### src/rtl/pipe_pkg.sv
// Purpose : shared definitions for the MEM-stage data cache (FSM states, word width).
// Latency : n/a (types and constants only).
// Backpressure: n/a.
package pipe_pkg;

  localparam int WORD_W = 32;

  // Fixed 2-bit encoding so the states are stable across tools and waveforms.
  typedef enum logic [1:0] {
    IDLE    = 2'd0,
    RD_MISS = 2'd1,
    WR_THRU = 2'd2,
    DONE    = 2'd3
  } state_t;

endpackage

### src/rtl/pipe_dcache_if.sv
// Purpose : handshake bundles around the data cache.
//   dcache_cpu_if : EX/MEM request (mwmem, mm2reg, malu, mb), imem_ready in; mem_ready, mdo out.
//   dcache_mem_if : single-outstanding req/ack link to main memory.
// Latency : n/a (wires only).
// Backpressure: cpu side via mem_ready/imem_ready; memory side via mem_ack.
interface dcache_cpu_if;
  import pipe_pkg::*;

  logic              imem_ready;
  logic              mwmem;
  logic              mm2reg;
  logic [WORD_W-1:0] malu;
  logic [WORD_W-1:0] mb;
  logic              mem_ready;
  logic [WORD_W-1:0] mdo;

  // master = pipeline, slave = cache
  modport master (output imem_ready, mwmem, mm2reg, malu, mb,
                  input  mem_ready, mdo);
  modport slave  (input  imem_ready, mwmem, mm2reg, malu, mb,
                  output mem_ready, mdo);
endinterface

interface dcache_mem_if;
  import pipe_pkg::*;

  logic              mem_req;
  logic              mem_we;
  logic [WORD_W-1:0] mem_addr;
  logic [WORD_W-1:0] mem_wdata;
  logic [WORD_W-1:0] mem_rdata;
  logic              mem_ack;

  // master = cache, slave = main memory
  modport master (output mem_req, mem_we, mem_addr, mem_wdata,
                  input  mem_rdata, mem_ack);
  modport slave  (input  mem_req, mem_we, mem_addr, mem_wdata,
                  output mem_rdata, mem_ack);
endinterface

### src/rtl/pipe_dcache_array.sv
// Purpose : tag/valid/data storage for the direct-mapped cache, one word per line.
//   clock, resetn; read port i_rd_index/i_rd_tag -> o_hit/o_rdata (combinational);
//   write port i_we/i_wr_index/i_wr_tag/i_wr_data (synchronous, sets the valid bit).
// Latency : read 0 cycles, write lands on the next rising edge; no backpressure.
module dcache_array
  import pipe_pkg::*;
#(
  parameter int INDEX_BITS = 4,
  parameter int TAG_W      = 26
) (
  input  logic                  clock,
  input  logic                  resetn,
  input  logic [INDEX_BITS-1:0] i_rd_index,
  input  logic [TAG_W-1:0]      i_rd_tag,
  output logic                  o_hit,
  output logic [WORD_W-1:0]     o_rdata,
  input  logic                  i_we,
  input  logic [INDEX_BITS-1:0] i_wr_index,
  input  logic [TAG_W-1:0]      i_wr_tag,
  input  logic [WORD_W-1:0]     i_wr_data
);

  localparam int LINES = 1 << INDEX_BITS;

  logic [LINES-1:0]  r_valid;
  logic [TAG_W-1:0]  r_tag  [LINES];
  logic [WORD_W-1:0] r_data [LINES];

  // Only the valid bits need reset; tag/data are qualified by them.
  always_ff @(posedge clock or negedge resetn) begin
    if (!resetn) begin
      r_valid <= '0;
    end else if (i_we) begin
      r_valid[i_wr_index] <= 1'b1;
    end
  end

  always_ff @(posedge clock) begin
    if (i_we) begin
      r_tag[i_wr_index]  <= i_wr_tag;
      r_data[i_wr_index] <= i_wr_data;
    end
  end

  assign o_hit   = r_valid[i_rd_index] && (r_tag[i_rd_index] == i_rd_tag);
  assign o_rdata = r_data[i_rd_index];

endmodule

### src/rtl/pipe_dcache.sv
// Purpose : MEM-stage direct-mapped, write-through, no-write-allocate data cache.
//   clock, resetn; cpu (dcache_cpu_if.slave): request + mem_ready/mdo; mem (dcache_mem_if.master).
// Latency : load hit 0 stalls; miss/store 1 + ack wait, mem_ready rises the cycle after mem_ack;
//   holds in DONE (no new traffic) while imem_ready is low.
module pipe_dcache
  import pipe_pkg::*;
#(
  parameter int INDEX_BITS = 4,
  parameter int ADDR_W     = 32
) (
  input  logic         clock,
  input  logic         resetn,
  dcache_cpu_if.slave  cpu,
  dcache_mem_if.master mem
);

  localparam int TAG_W = ADDR_W - INDEX_BITS - 2;

  state_t            r_state;
  logic              r_mem_req;
  logic              r_mem_we;
  logic [ADDR_W-1:0] r_mem_addr;
  logic [WORD_W-1:0] r_mem_wdata;
  logic [WORD_W-1:0] r_fill;

  logic [INDEX_BITS-1:0] w_index;
  logic [TAG_W-1:0]      w_tag;
  logic                  w_store;
  logic                  w_load;
  logic                  w_hit;
  logic [WORD_W-1:0]     w_rdata;
  logic                  w_arr_we;
  logic [WORD_W-1:0]     w_arr_wdata;
  logic                  w_mem_ready;
  logic [WORD_W-1:0]     w_mdo;
  logic                  w_unused;

  assign w_index  = cpu.malu[INDEX_BITS+1:2];
  assign w_tag    = cpu.malu[ADDR_W-1:INDEX_BITS+2];
  assign w_unused = &{1'b0, cpu.malu[1:0]};

  // Both strobes high is illegal; resolve it as a store so behaviour is deterministic.
  assign w_store = cpu.mwmem;
  assign w_load  = cpu.mm2reg & ~cpu.mwmem;

  // Refill writes the returned word; a write-through updates the line only if it
  // still holds this address (no-write-allocate).
  assign w_arr_we    = mem.mem_ack &
                       ((r_state == RD_MISS) | ((r_state == WR_THRU) & w_hit));
  assign w_arr_wdata = (r_state == RD_MISS) ? mem.mem_rdata : r_mem_wdata;

  dcache_array #(
    .INDEX_BITS (INDEX_BITS),
    .TAG_W      (TAG_W)
  ) u_array (
    .clock      (clock),
    .resetn     (resetn),
    .i_rd_index (w_index),
    .i_rd_tag   (w_tag),
    .o_hit      (w_hit),
    .o_rdata    (w_rdata),
    .i_we       (w_arr_we),
    .i_wr_index (w_index),
    .i_wr_tag   (w_tag),
    .i_wr_data  (w_arr_wdata)
  );

  always_ff @(posedge clock or negedge resetn) begin
    if (!resetn) begin
      r_state     <= IDLE;
      r_mem_req   <= 1'b0;
      r_mem_we    <= 1'b0;
      r_mem_addr  <= '0;
      r_mem_wdata <= '0;
      r_fill      <= '0;
    end else begin
      case (r_state)
        IDLE: begin
          if (w_store) begin
            r_state     <= WR_THRU;
            r_mem_req   <= 1'b1;
            r_mem_we    <= 1'b1;
            r_mem_addr  <= {cpu.malu[ADDR_W-1:2], 2'b00};
            r_mem_wdata <= cpu.mb;
          end else if (w_load && !w_hit) begin
            r_state    <= RD_MISS;
            r_mem_req  <= 1'b1;
            r_mem_we   <= 1'b0;
            r_mem_addr <= {cpu.malu[ADDR_W-1:2], 2'b00};
          end
        end
        RD_MISS: begin
          if (mem.mem_ack) begin
            r_fill    <= mem.mem_rdata;
            r_mem_req <= 1'b0;
            r_state   <= DONE;
          end
        end
        WR_THRU: begin
          if (mem.mem_ack) begin
            r_mem_req <= 1'b0;
            r_mem_we  <= 1'b0;
            r_state   <= DONE;
          end
        end
        DONE: begin
          // Wait here until the pipeline actually advances, so a stalled
          // store cannot be issued a second time.
          if (cpu.imem_ready) begin
            r_state <= IDLE;
          end
        end
        default: r_state <= IDLE;
      endcase
    end
  end

  always_comb begin
    w_mem_ready = 1'b0;
    w_mdo       = '0;
    case (r_state)
      IDLE: begin
        w_mem_ready = ~(cpu.mwmem | cpu.mm2reg) | (w_load & w_hit);
        if (w_load && w_hit) begin
          w_mdo = w_rdata;
        end
      end
      DONE: begin
        w_mem_ready = 1'b1;
        if (w_load) begin
          w_mdo = r_fill;
        end
      end
      default: begin
        w_mem_ready = 1'b0;
      end
    endcase
  end

  assign cpu.mem_ready = w_mem_ready;
  assign cpu.mdo       = w_mdo;
  assign mem.mem_req   = r_mem_req;
  assign mem.mem_we    = r_mem_we;
  assign mem.mem_addr  = r_mem_addr;
  assign mem.mem_wdata = r_mem_wdata;

endmodule

### src/flat_wrapper.sv
// flat-port wrapper written by rule: the top's interface ports become plain ports
module pipe_dcache_flat import pipe_pkg::*;
#(
  parameter int INDEX_BITS = 4,
  parameter int ADDR_W     = 32
)
  (clock, resetn, cpu_imem_ready, cpu_mwmem, cpu_mm2reg, cpu_malu, cpu_mb, cpu_mem_ready, cpu_mdo, mem_mem_req, mem_mem_we, mem_mem_addr, mem_mem_wdata, mem_mem_rdata, mem_mem_ack);
  dcache_cpu_if cpu_i ();
  dcache_mem_if mem_i ();
  input  logic clock;
  input  logic resetn;
  input wire logic [$bits(cpu_i.imem_ready)-1:0] cpu_imem_ready;
  input wire logic [$bits(cpu_i.mwmem)-1:0] cpu_mwmem;
  input wire logic [$bits(cpu_i.mm2reg)-1:0] cpu_mm2reg;
  input wire logic [$bits(cpu_i.malu)-1:0] cpu_malu;
  input wire logic [$bits(cpu_i.mb)-1:0] cpu_mb;
  output wire logic [$bits(cpu_i.mem_ready)-1:0] cpu_mem_ready;
  output wire logic [$bits(cpu_i.mdo)-1:0] cpu_mdo;
  output wire logic [$bits(mem_i.mem_req)-1:0] mem_mem_req;
  output wire logic [$bits(mem_i.mem_we)-1:0] mem_mem_we;
  output wire logic [$bits(mem_i.mem_addr)-1:0] mem_mem_addr;
  output wire logic [$bits(mem_i.mem_wdata)-1:0] mem_mem_wdata;
  input wire logic [$bits(mem_i.mem_rdata)-1:0] mem_mem_rdata;
  input wire logic [$bits(mem_i.mem_ack)-1:0] mem_mem_ack;
  assign cpu_i.imem_ready = cpu_imem_ready;
  assign cpu_i.mwmem = cpu_mwmem;
  assign cpu_i.mm2reg = cpu_mm2reg;
  assign cpu_i.malu = cpu_malu;
  assign cpu_i.mb = cpu_mb;
  assign cpu_mem_ready = cpu_i.mem_ready;
  assign cpu_mdo = cpu_i.mdo;
  assign mem_mem_req = mem_i.mem_req;
  assign mem_mem_we = mem_i.mem_we;
  assign mem_mem_addr = mem_i.mem_addr;
  assign mem_mem_wdata = mem_i.mem_wdata;
  assign mem_i.mem_rdata = mem_mem_rdata;
  assign mem_i.mem_ack = mem_mem_ack;
  pipe_dcache #(.INDEX_BITS(INDEX_BITS), .ADDR_W(ADDR_W)) u_core (.clock(clock), .resetn(resetn), .cpu(cpu_i), .mem(mem_i));
endmodule
### config.mk
export PLATFORM = sky130hd
export DESIGN_NAME = pipe_dcache_flat
export DESIGN_NICKNAME = d
export VERILOG_FILES = /design/src/rtl/pipe_pkg.sv /design/src/rtl/pipe_dcache_if.sv /design/src/rtl/pipe_dcache_array.sv /design/src/rtl/pipe_dcache.sv /design/src/flat_wrapper.sv
export SDC_FILE = /design/constraint.sdc
export NUM_CORES = 1
export LEC_CHECK = 0
export CORE_ASPECT_RATIO = 1.25
export CORE_MARGIN = 1
export CORE_UTILIZATION = 30
export DETAILED_ROUTE_END_ITERATION = 10
export PLACE_DENSITY_LB_ADDON = 0.08
export RECOVER_POWER = 25
export SLEW_MARGIN = 25
export SYNTH_ARGS = -nofsm -noshare
export SYNTH_HDL_FRONTEND = slang
export SYNTH_SLANG_ARGS = --single-unit
### constraint.sdc
create_clock -name clock -period 5.35 [get_ports clock]
set_input_delay 0.535 -clock clock [delete_from_list [all_inputs] [get_ports clock]]
set_output_delay 0.535 -clock clock [all_outputs]
set_load 0.005 [all_outputs]
==> results of run 1 <==
==> power by group <==
part	switching, µW	internal, µW
sequential	306	10200
clock	3200	4370
combinational	2100	1720
==> synth_stat cells, types with 9 or more instances <==
| master | count | share of area, % |
|---|---|---|
| buf_4 | 9 | 0.16 |
| inv_1 | 18 | 0.16 |
| mux2_2 | 111 | 3.0 |
| dfrtp_1 | 114 | 6.9 |
| o21bai_1 | 17 | 0.31 |
| a21oi_1 | 44 | 0.53 |
| a22oi_1 | 18 | 0.33 |
| o22ai_1 | 10 | 0.15 |
| o21ai_0 | 11 | 0.13 |
| nand2_1 | 71 | 0.64 |
| mux4_2 | 234 | 13 |
| mux2_4 | 27 | 0.98 |
| nor2_1 | 28 | 0.25 |
| xor2_1 | 10 | 0.21 |
| buf_6 | 15 | 0.41 |
| buf_1 | 12 | 0.11 |
| edfxtp_1 | 928 | 67 |
| mux2i_1 | 90 | 2.2 |
| buf_2 | 29 | 0.35 |
| nand3_1 | 43 | 0.52 |
| xnor2_1 | 22 | 0.46 |
| clkbuf_1 | 45 | 0.41 |
==> how the worst min path moves through the flow <==
stage / start / end / slack [ps] / depth (start not counted)
final: cpu_malu[4] / u_core.mem.mem_addr[4]$_DFFE_PN0P_ / 110 / 2
after global placement: u_core.u_array.r_valid[0]$_DFFE_PN0N_ / u_core.u_array.r_valid[0]$_DFFE_PN0N_ / 460 / 1
after global routing: cpu_malu[4] / u_core.mem.mem_addr[4]$_DFFE_PN0P_ / 80 / 2
after detailed placement: u_core.u_array.r_valid[9]$_DFFE_PN0N_ / u_core.u_array.r_valid[9]$_DFFE_PN0N_ / 460 / 1
after CTS: cpu_malu[4] / u_core.mem.mem_addr[4]$_DFFE_PN0P_ / 50 / 2
after floorplan: resetn / u_core.mem.mem_addr[10]$_DFFE_PN0P_ / 240 / 0
==> layer usage <==
metal,wire length (µm),vias to the layer above,global-route usage [%]
met3,3940,134,2.34
li1,-,9091,-
met5,0,-,0
met1,50500,11200,22.0
met2,60400,423,29.5
met4,2410,0,4.74
==> kinds of logic after synthesis <==
family	count (synthesis)	share of synthesized area [%]
AOI/OAI and AO/OA	148	2.45
adders and majority gates	4	0.120
xor gates and xnor gates	32	0.675
buffers and inverters	132	1.66
DFF	1042	73.9
and+or+nand+nor	171	1.84
other	1	0.00903
muxes	471	19.3
==> stage by stage <==
step / worst slack [ps] / util, % / setup TNS (ps)
floorplan: -571 / - / -529480
global placement: 132 / 35.1 / 0
detailed placement: 152 / 35.1 / 0
CTS: 79.4 / 37.8 / 0
global route: 2.52 / 37.7 / 0
finish: 242 / 37.7 / 0
==> flip-flops by register name, summed over array words and instances, names as in the netlist <==
name and count:
u_core.r_state 2, u_core.u_array.r_tag 416, u_core.mem.mem_addr 30, u_core.mem.mem_wdata 32
u_core.u_array.r_data 512, u_core.r_fill 32, u_core.mem.mem_req 1, u_core.u_array.r_valid 16
u_core.mem.mem_we 1
==> repair_timing <==
item                                    in CTS  in global routing
gates resized for setup                      0                  5
buffers inserted                             0                  0
hold endpoints to repair                    46                  0
endpoints found under the setup margin       0                 13
hold buffers                                 1                  0
==> layout make-up <==
cell class                      count  area (µm²)
Inverter                           21        80.1
Tap cell                         1848        2310
Sequential cell                  1042       30700
Multi-Input combinational cell    828       10300
Clock buffer                      168        3160
Timing Repair Buffer              414        4740
Antenna cell                        1        2.50
Clock inverter                     44         429
Fill cell                       12700       85600
==> worst register-to-register path, stage by stage, from the launching register on <==
cell and delay [ps]:
edfxtp_1 360, mux4_1 510, mux4_2 490, xnor2_1 170, buf_4 160, o211ai_1 80, buf_4 180, a2111oi_2 230
buf_4 210, and3_2 220, buf_12 190, buf_4 210, a31oi_4 100, buf_12 200, nor2_4 310, buf_12 200
buf_12 160
==> flow_summary.toml, run 1 <==
[clock_tree]
cts_tree = "yes"
clkTransAtPathRegs_ps = 60
cts_sinks = 1042
clkLatencyLatePin_ps = 730
root_buffer = "clkbuf_16"
htreeDepth = 3
numCtsBuffers = 111
cts_max_path_buffers = 3

[worst_setup_path]
startpoint_type = "flop"
max_stage_delay_ps = 540
path_depth = 14
crit_family = "buffers and inverters"
crit_fanout = 10
r2r-start = "u_core.u_array.r_tag[8][0]$_DFFE_PP_"
crit_buf_inv = 6
crit_type = "reg2out"
r2r-end = "u_core.u_array.r_data[6][22]$_DFFE_PP_"
cp_cell_sequence = "mux4_1 > mux4_2 > xnor2_1 > buf_4 > o211ai_1 > buf_4 > a2111oi_2 > buf_4 > and3_2 > buf_12 > buf_4 > nand3_1 > a21oi_1 > clkdlybuf4s50_1"
worstRegToRegCells = 16
timing.critical_path.from = "u_core.u_array.r_tag[8][0]$_DFFE_PP_"
worst-r2r-setup-slack_ps = 1070
slowest_stage = "clkdlybuf4s50_1"
setup.worst_path.end_class = "primary output"
critPathRequiredTime_ps = 4820
endpoint = "cpu_mdo[12]"
worst_ep_arrival_time_ps = 4570
worst_path_most_repeated_cell = "buf_4"

[detailed_routing]
vias = 20900
post_drt_wl_per_cell_um = 26.9
drt-pass1-iter-count = 5
drc = 0
ant_nets = 0
drt_iter0_drc = 1471
wl_um = 117000
viasPerCell = 4.79

[sta]
finalHoldViolations = 0
rsz0062_at_grt = "no"
relSlewSlack_pct = -126
period_needed_ps = 5110
setup_violations = 0
whs_ps = 113
worst_pin_slew_ps = 3400
fin_skew_ps = 29.2
max_freq_mhz = 196
finalCritPeriodShare_pct = 95.5
maxSlewViolCount = 81

[floorplan]
die-area_um2 = 140000
initial_core_util_pct = 30.3
die-height_um = 418
core_um2 = 137000
rows = 152
ios = 201
die_w_um = 335

[outcome]
violations = "max-capacitance violations, max-slew violations"
outcome = "finished, violations left"

[logic_synthesis]
async_flop_share_pct = 10.9
synth_edf_count = 928
synth_ff_type = "edfxtp_1"
avgSynthCellArea_um2 = 20.8
ys_seq_elements = 1042
synthCells = 2001
yosysUniqueCellTypes = 63
syn-cell-area_um2 = 41500
yosysSeqAreaShare_pct = 73.9
yosysWarnings = 0

[placement]
dpl.hpwl_um = 74200
place_area_um2 = 48200
place_inst = 4152
io_buffers = 196
place.gp.congestion = 0.755

[layout]
instances_no_fill = 4366
final_common_cell = "edfxtp_1"
final_cell_mix = "edfxtp_1, mux4_2, clkdlybuf4s50_1"
drive_gt1_share_pct = 30.1
nNetsFinal = 2524
postLayoutCellArea_um2 = 51800
area_growth_pct = 24.6

[power]
power.density_nw_per_um2 = 424
p_leak_uw = 0.0170
totalPowerFinal_uw = 21900
vdd_drop_max_v = 0.000305

[grt]
antenna_found_initial = 1
grt_pass1_wl_um = 169000
grt_max_degree = 69
gr-total-overflow = 0
grt_pass1_vias = 23000
grt_util_all_layers_pct = 17.0

[min_path]
hold_class = "in2reg"

[run]
cap_violations = 2
Power figures use the tool's default switching activity.
==> run 2: changes to the inputs <==
Settings changed: SETUP_SLACK_MARGIN set to 0.15.
==> run 2 against run 1 <==
The flow still finishes with violations (max-capacitance violations, max-slew violations). Flip-flop and latch count is the same. Maximum frequency grew 0.92%. First-iteration DRC count shrank 2.8%. Worst hold slack is essentially flat. Critical path type is now in2out. Critical endpoint is now cpu_mdo[23]. Highest routed layer unchanged.
==> flow_summary.toml, run 2 (same netlist as run 1, synthesis figures left out) <==
[outcome]
outcome = "finished, violations left"
violations = "max-capacitance violations, max-slew violations"

[detailed_routing]
vias = 21000
drt_iter0_drc = 1430
dr_wl_met3_um = 4020
dr.max_layer_used = "met4"
viasPerCell = 4.80
wl_um = 118000
drc = 0
post_drt_wl_per_cell_um = 27.0
ant_nets = 0
wl_met1_um = 50300
met2_length_um = 61000
drt-pass1-iter-count = 6

[power]
power.density_nw_per_um2 = 423
p_leak_uw = 0.0173
vdd_drop_max_v = 0.000304

[grt]
grt_max_degree = 69
antenna_found_initial = 1
grt_pass1_wl_um = 169000
gr-total-overflow = 0
grt_util_all_layers_pct = 17.0
grt_pass1_vias = 23000

[layout]
top_register = "u_core.u_array.r_data"
largest_reg_flops = 512
final_util_pct = 37.8
nNetsFinal = 2527
postLayoutCellArea_um2 = 51900
instances_no_fill = 4369
reg_top3 = "u_core.u_array.r_data x512, u_core.u_array.r_tag x416"
drive_gt1_share_pct = 31.0
final_common_cell = "edfxtp_1"
final_cell_mix = "edfxtp_1, mux4_2, clkdlybuf4s50_1"
area_growth_pct = 25.0

[clock_tree]
numCtsBuffers = 111
htreeDepth = 3
cts_tree = "yes"
root_buffer = "clkbuf_16"
cts_max_path_buffers = 3
clkLatencyLatePin_ps = 730
clkTransAtPathRegs_ps = 50
cts_sinks = 1042

[sta]
period_needed_ps = 5060
whs_ps = 113
relSlewSlack_pct = -127
max_freq_mhz = 198
finalCritPeriodShare_pct = 94.6
fin_skew_ps = 28.1
setup_violations = 0
worst_pin_slew_ps = 3410
rsz0062_at_grt = "yes"
finalHoldViolations = 0
maxSlewViolCount = 81

[placement]
place_inst = 4152
place_area_um2 = 48200
place.gp.congestion = 0.755
dpl.hpwl_um = 74200
io_buffers = 196

[min_path]
hold_class = "in2reg"

[floorplan]
die-area_um2 = 140000
ios = 201
die_w_um = 335
die-height_um = 418
rows = 152
core_um2 = 137000
initial_core_util_pct = 30.3

[worst_setup_path]
startpoint_type = "primary input"
worst_ep_arrival_time_ps = 4530
setup.worst_path.end_class = "primary output"
crit_type = "in2out"
critPathRequiredTime_ps = 4820
crit_fanout = 39

[run]
cap_violations = 2
-- run 2: cell count changes in the layout (fill, tap and decap cells not counted), moves of 2 or more --
cell,change
a21oi_1,-17
a21oi_2,+17
clkbuf_16,+2
clkdlybuf4s50_1,-13
dlygate4sd2_1,+3
dlymetal6s2s_1,+10
xnor2_1,-2
xnor2_2,+2
-- run 2: path summary, 6_finish.rpt --
path | startpoint | end | slack [ps] | depth (start not counted)
max in group asynchronous | resetn | u_core.mem.mem_addr[23]$_DFFE_PN0P_ | 1080 | 3
setup reg to reg | u_core.u_array.r_tag[8][0]$_DFFE_PP_ | u_core.u_array.r_data[6][22]$_DFFE_PP_ | 1100 | 16
hold / removal | cpu_malu[4] | u_core.mem.mem_addr[4]$_DFFE_PN0P_ | 110 | 2
min in group asynchronous | resetn | u_core.mem.mem_addr[15]$_DFFE_PN0P_ | 1460 | 2
setup / recovery | cpu_malu[3] | cpu_mdo[23] | 290 | 15
hold reg to reg | u_core.u_array.r_valid[9]$_DFFE_PN0N_ | u_core.u_array.r_valid[9]$_DFFE_PN0N_ | 470 | 1
-- run 2: final cells by class --
| class | instances | area (µm²) |
|---|---|---|
| Clock inverter | 44 | 429 |
| Antenna cell | 1 | 2.50 |
| Multi-Input combinational cell | 828 | 10400 |
| Sequential cell | 1042 | 30700 |
| Inverter | 21 | 80.1 |
| Clock buffer | 168 | 3160 |
| Tap cell | 1848 | 2310 |
| Fill cell | 12700 | 85400 |
| Timing Repair Buffer | 417 | 4820 |
-- run 2: stage by stage --
| stage | worst slack (ps) | setup TNS [ps] | power (µW) |
|---|---|---|---|
| after floorplan | -571 | -529480 | 12600 |
| after global placement | 132 | 0 | 14500 |
| after detailed placement | 152 | 0 | 14600 |
| after CTS | 114 | 0 | 22300 |
| after global routing | 58.9 | 0 | 22900 |
| final | 288 | 0 | 22000 |
-- run 2: report_power, final --
group          internal, µW  leakage, µW  switching (µW)  total, µW
Sequential            10200      0.00972             306      10500
Combinational          1720      0.00580            2130       3850
Clock                  4370      0.00175            3200       7570
Total                 16300       0.0173            5640      22000
-- run 2: layer usage --
metal | vias to the layer above | GRT usage (%)
li1 | 9092 | -
met4 | 0 | 4.74
met1 | 11300 | 22.0
met5 | - | 0
met2 | 448 | 29.5
met3 | 135 | 2.28
-- run 2: what timing repair did --
action,in CTS,in global routing
cloned,0,2
endpoints found under the hold margin,46,0
resized for setup,7,34
pin swaps,0,14
hold buffers,1,0
endpoints found under the setup margin,26,30
buffers inserted,1,0
-- run 2: worst max-delay path, cell delays in order --
cell and delay, ps:
clkbuf_8 380, buf_4 270, mux4_2 230, mux2i_1 160, a31oi_1 290, o221ai_1 230
o41ai_1 550, buf_4 190, o2111a_1 190, and3_4 270, buf_12 190, buf_4 180
nand3_1 110, a21oi_2 180, clkdlybuf4s50_1 530
==> run 3: changes to the inputs <==
Settings changed: SYNTH_HIERARCHICAL set to 1.
==> run 3 against run 2 <==
The flow still finishes with violations (max-capacitance violations, max-slew violations). Sequential share of layout area up 0.77 points. Register-to-register slack lost 470 ps. Clock power increased by 7.4%. First-iteration DRC count decreased by 16%. Flip-flop and latch count is the same. Utilization shrank 0.13 points. Non-clock buffer count down 6. Critical path depth is 1 lower. Clock skew rose by 4.1 ps. Largest power group unchanged. Highest routed layer unchanged.
==> flow_summary.toml, run 3 <==
[layout]
nNetsFinal = 2445
instances_no_fill = 4198
top_register = "u_core/u_array/r_data"
final_common_cell = "edfxtp_1"
largest_reg_flops = 512
reg_top3 = "u_core/u_array/r_data x512, u_core/u_array/r_tag x416"
final_cell_mix = "edfxtp_1, mux4_2, clkdlybuf4s50_1"
final_util_pct = 37.7
area_growth_pct = 24.2
drive_gt1_share_pct = 34.1

[logic_synthesis]
syn-cell-area_um2 = 41300
yosys-top-cells-area = "edfxtp_1, mux4_2, dfrtp_1, mux2_2, mux2i_1"
synth_edf_count = 928
yosysUniqueCellTypes = 64
ys_seq_elements = 1042
synth_commonest_cells = "edfxtp_1, mux4_2, mux2_2, dfrtp_1, nor2_1"
synthCells = 1915
yosys.area.top_type = "edfxtp_1"
async_flop_share_pct = 10.9
synth_top_area_share_pct = 67.5
synth_ff_type = "edfxtp_1"
synth.most_common_cell = "edfxtp_1"
avgSynthCellArea_um2 = 21.6
yosysWarnings = 6
yosysSeqAreaShare_pct = 74.4

[worst_setup_path]
worst_ep_arrival_time_ps = 4530
worstRegToRegCells = 17
crit_fanout = 19
r2r-start = "u_core/u_array/r_tag[15][13]$_DFFE_PP_"
r2r-end = "u_core/u_array/r_tag[0][16]$_DFFE_PP_"
crit_type = "in2out"
worst-r2r-setup-slack_ps = 630
setup.worst_path.end_class = "primary output"
startpoint_type = "primary input"
critPathRequiredTime_ps = 4820

[power]
clkPwrFrac_pct = 36.6
internal-power_uw = 16700
vdd_drop_max_v = 0.000299
p_comb_share_pct = 16.0
switching_share_pct = 24.9
p_switching_uw = 5520
power.density_nw_per_um2 = 434
seq_power_share_pct = 47.4
p_leak_uw = 0.0169

[run]
cap_violations = 1

[floorplan]
die-area_um2 = 139000
die_w_um = 334
core_um2 = 136000
rows = 151
ios = 201
die-height_um = 417
initial_core_util_pct = 30.3

[detailed_routing]
wl_um = 112000
vias = 20500
drc = 0
viasPerCell = 4.89
drt_iter0_drc = 1196
ant_nets = 0
drt-pass1-iter-count = 5
post_drt_wl_per_cell_um = 26.8

[grt]
global_route.usage.met2_pct = 28.6
grt_util_all_layers_pct = 16.4
grt.met3_usage_pct = 2.61
antenna_found_initial = 4
grt-busiest-layer = "met2"
grt_pass1_wl_um = 163000
gr-total-overflow = 0
grt_max_degree = 84
grt_pass1_vias = 22600
globalRouteMet1Util_pct = 20.9

[clock_tree]
htreeDepth = 3
numCtsBuffers = 113
root_buffer = "clkbuf_16"
cts_tree = "yes"
cts_max_path_buffers = 3
clkLatencyLatePin_ps = 730
clkTransAtPathRegs_ps = 60
cts_sinks = 1042

[sta]
finalHoldViolations = 0
finalCritPeriodShare_pct = 94.6
tns_ps = 0
worst_pin_slew_ps = 2450
max_freq_mhz = 198
whs_ps = 365
relSlewSlack_pct = -63.4
maxSlewViolCount = 73
fin_skew_ps = 32.2
setup_violations = 0
period_needed_ps = 5060
rsz0062_at_grt = "yes"

[min_path]
holdPathEnd = "u_core/mem.mem_addr[3]$_DFFE_PN0P_"
hold_class = "in2reg"
holdPathStages = 2
min_from = "cpu_malu[3]"

[placement]
place.gp.congestion = 0.724
place_inst = 3972
io_buffers = 196
dpl.hpwl_um = 69500

[outcome]
outcome = "finished, violations left"
violations = "max-capacitance violations, max-slew violations"
run 3: cell count changes in the layout (fill, tap and decap cells not counted), sizes merged, moves of 10 or more:
cell and change:
mux2 -12, nor2 +31, nand3 -35, mux4 +20, mux2i -43, clkdlybuf4s50 -18, or2 +16, dlymetal6s2s -10
nand2 -44, a21oi -26, a22oi +23, o21bai -17
run 3: power by group through the flow:
stage | Sequential, µW | Combinational (µW) | Clock, µW
2_1_floorplan | 10600 | 1910 | 0
3_3_place_gp | 10700 | 3610 | 0
3_5_place_dp | 10700 | 3710 | 0
4_1_cts | 10500 | 3710 | 8390
5_1_grt | 10600 | 3890 | 8660
6_report | 10500 | 3560 | 8130
run 3: kinds of logic after synthesis:
| family | synth area share (%) |
|---|---|
| buffers and inverters | 1.75 |
| adders and majority gates | 0.121 |
| and+or+nand+nor | 1.99 |
| muxes | 18.9 |
| DFF | 74.4 |
| xor gates and xnor gates | 0.806 |
| AOI/OAI and AO/OA | 2.03 |
| other | 0.00908 |
run 3: final cells by class:
cell class                 instances  area, µm²
fill                           12500      84800
sequential                      1042      30700
multi-input combinational        756      10000
timing repair buffer             411       4360
clock buffer                     151       3200
tap                             1759       2200
clock inverter                    63        698
inverter                          15       57.6
antenna                            1       2.50
run 3: per-layer routing:
metal  vias to the layer above  wire (µm)  part of all wire (%)
li1                       8822          -                     -
met1                     11100      47400                    42
met2                       462      58100                    52
met3                       133       4490                   4.0
met4                         0       2380                   2.1
met5                         -          0                     0
run 3: through the flow:
stage | power (µW) | setup WS (ps) | cell area [µm²]
2_1_floorplan | 12600 | -553 | 41300
3_3_place_gp | 14300 | 1.27 | 47400
3_5_place_dp | 14400 | -61.1 | 47400
4_1_cts | 22600 | 95.3 | 51400
5_1_grt | 23200 | 59.5 | 51300
6_report | 22200 | 289 | 51300
run 3: worst max-delay path, cell delays in order:
cell           delay, ps
dlygate4sd3_1        660
clkbuf_1             640
xnor2_1              350
o41ai_1              590
o2111ai_1            270
nor4_4               260
buf_4                170
and4b_4              280
buf_6                110
buf_12               150
buf_6                120
a22oi_1               80
nor2_1               120
buf_2                140
run 3: repair_timing:
action / in CTS / in global routing
resized for setup: 88 / 35
endpoints found under the setup margin: 33 / 33
pin swaps: 4 / 3
hold buffers: 1 / 0
cloned: 2 / 0
endpoints found under the hold margin: 71 / 0
buffers inserted: 8 / 0
run 3: how the worst max path moves through the flow:
stage	from	endpoint	slack, ps	cells past startpoint
CTS	u_core/u_array/r_tag[15][13]$_DFFE_PP_	cpu_mdo[20]	100	15
floorplan	cpu_malu[2]	u_core/u_array/r_data[5][0]$_DFFE_PP_	-550	13
detailed placement	cpu_malu[2]	u_core/u_array/r_tag[0][8]$_DFFE_PP_	-60	18
finish	cpu_malu[20]	cpu_mdo[23]	290	14
global placement	cpu_malu[2]	u_core/u_array/r_data[0][24]$_DFFE_PP_	1	18
global route	cpu_malu[20]	cpu_mdo[29]	60	14
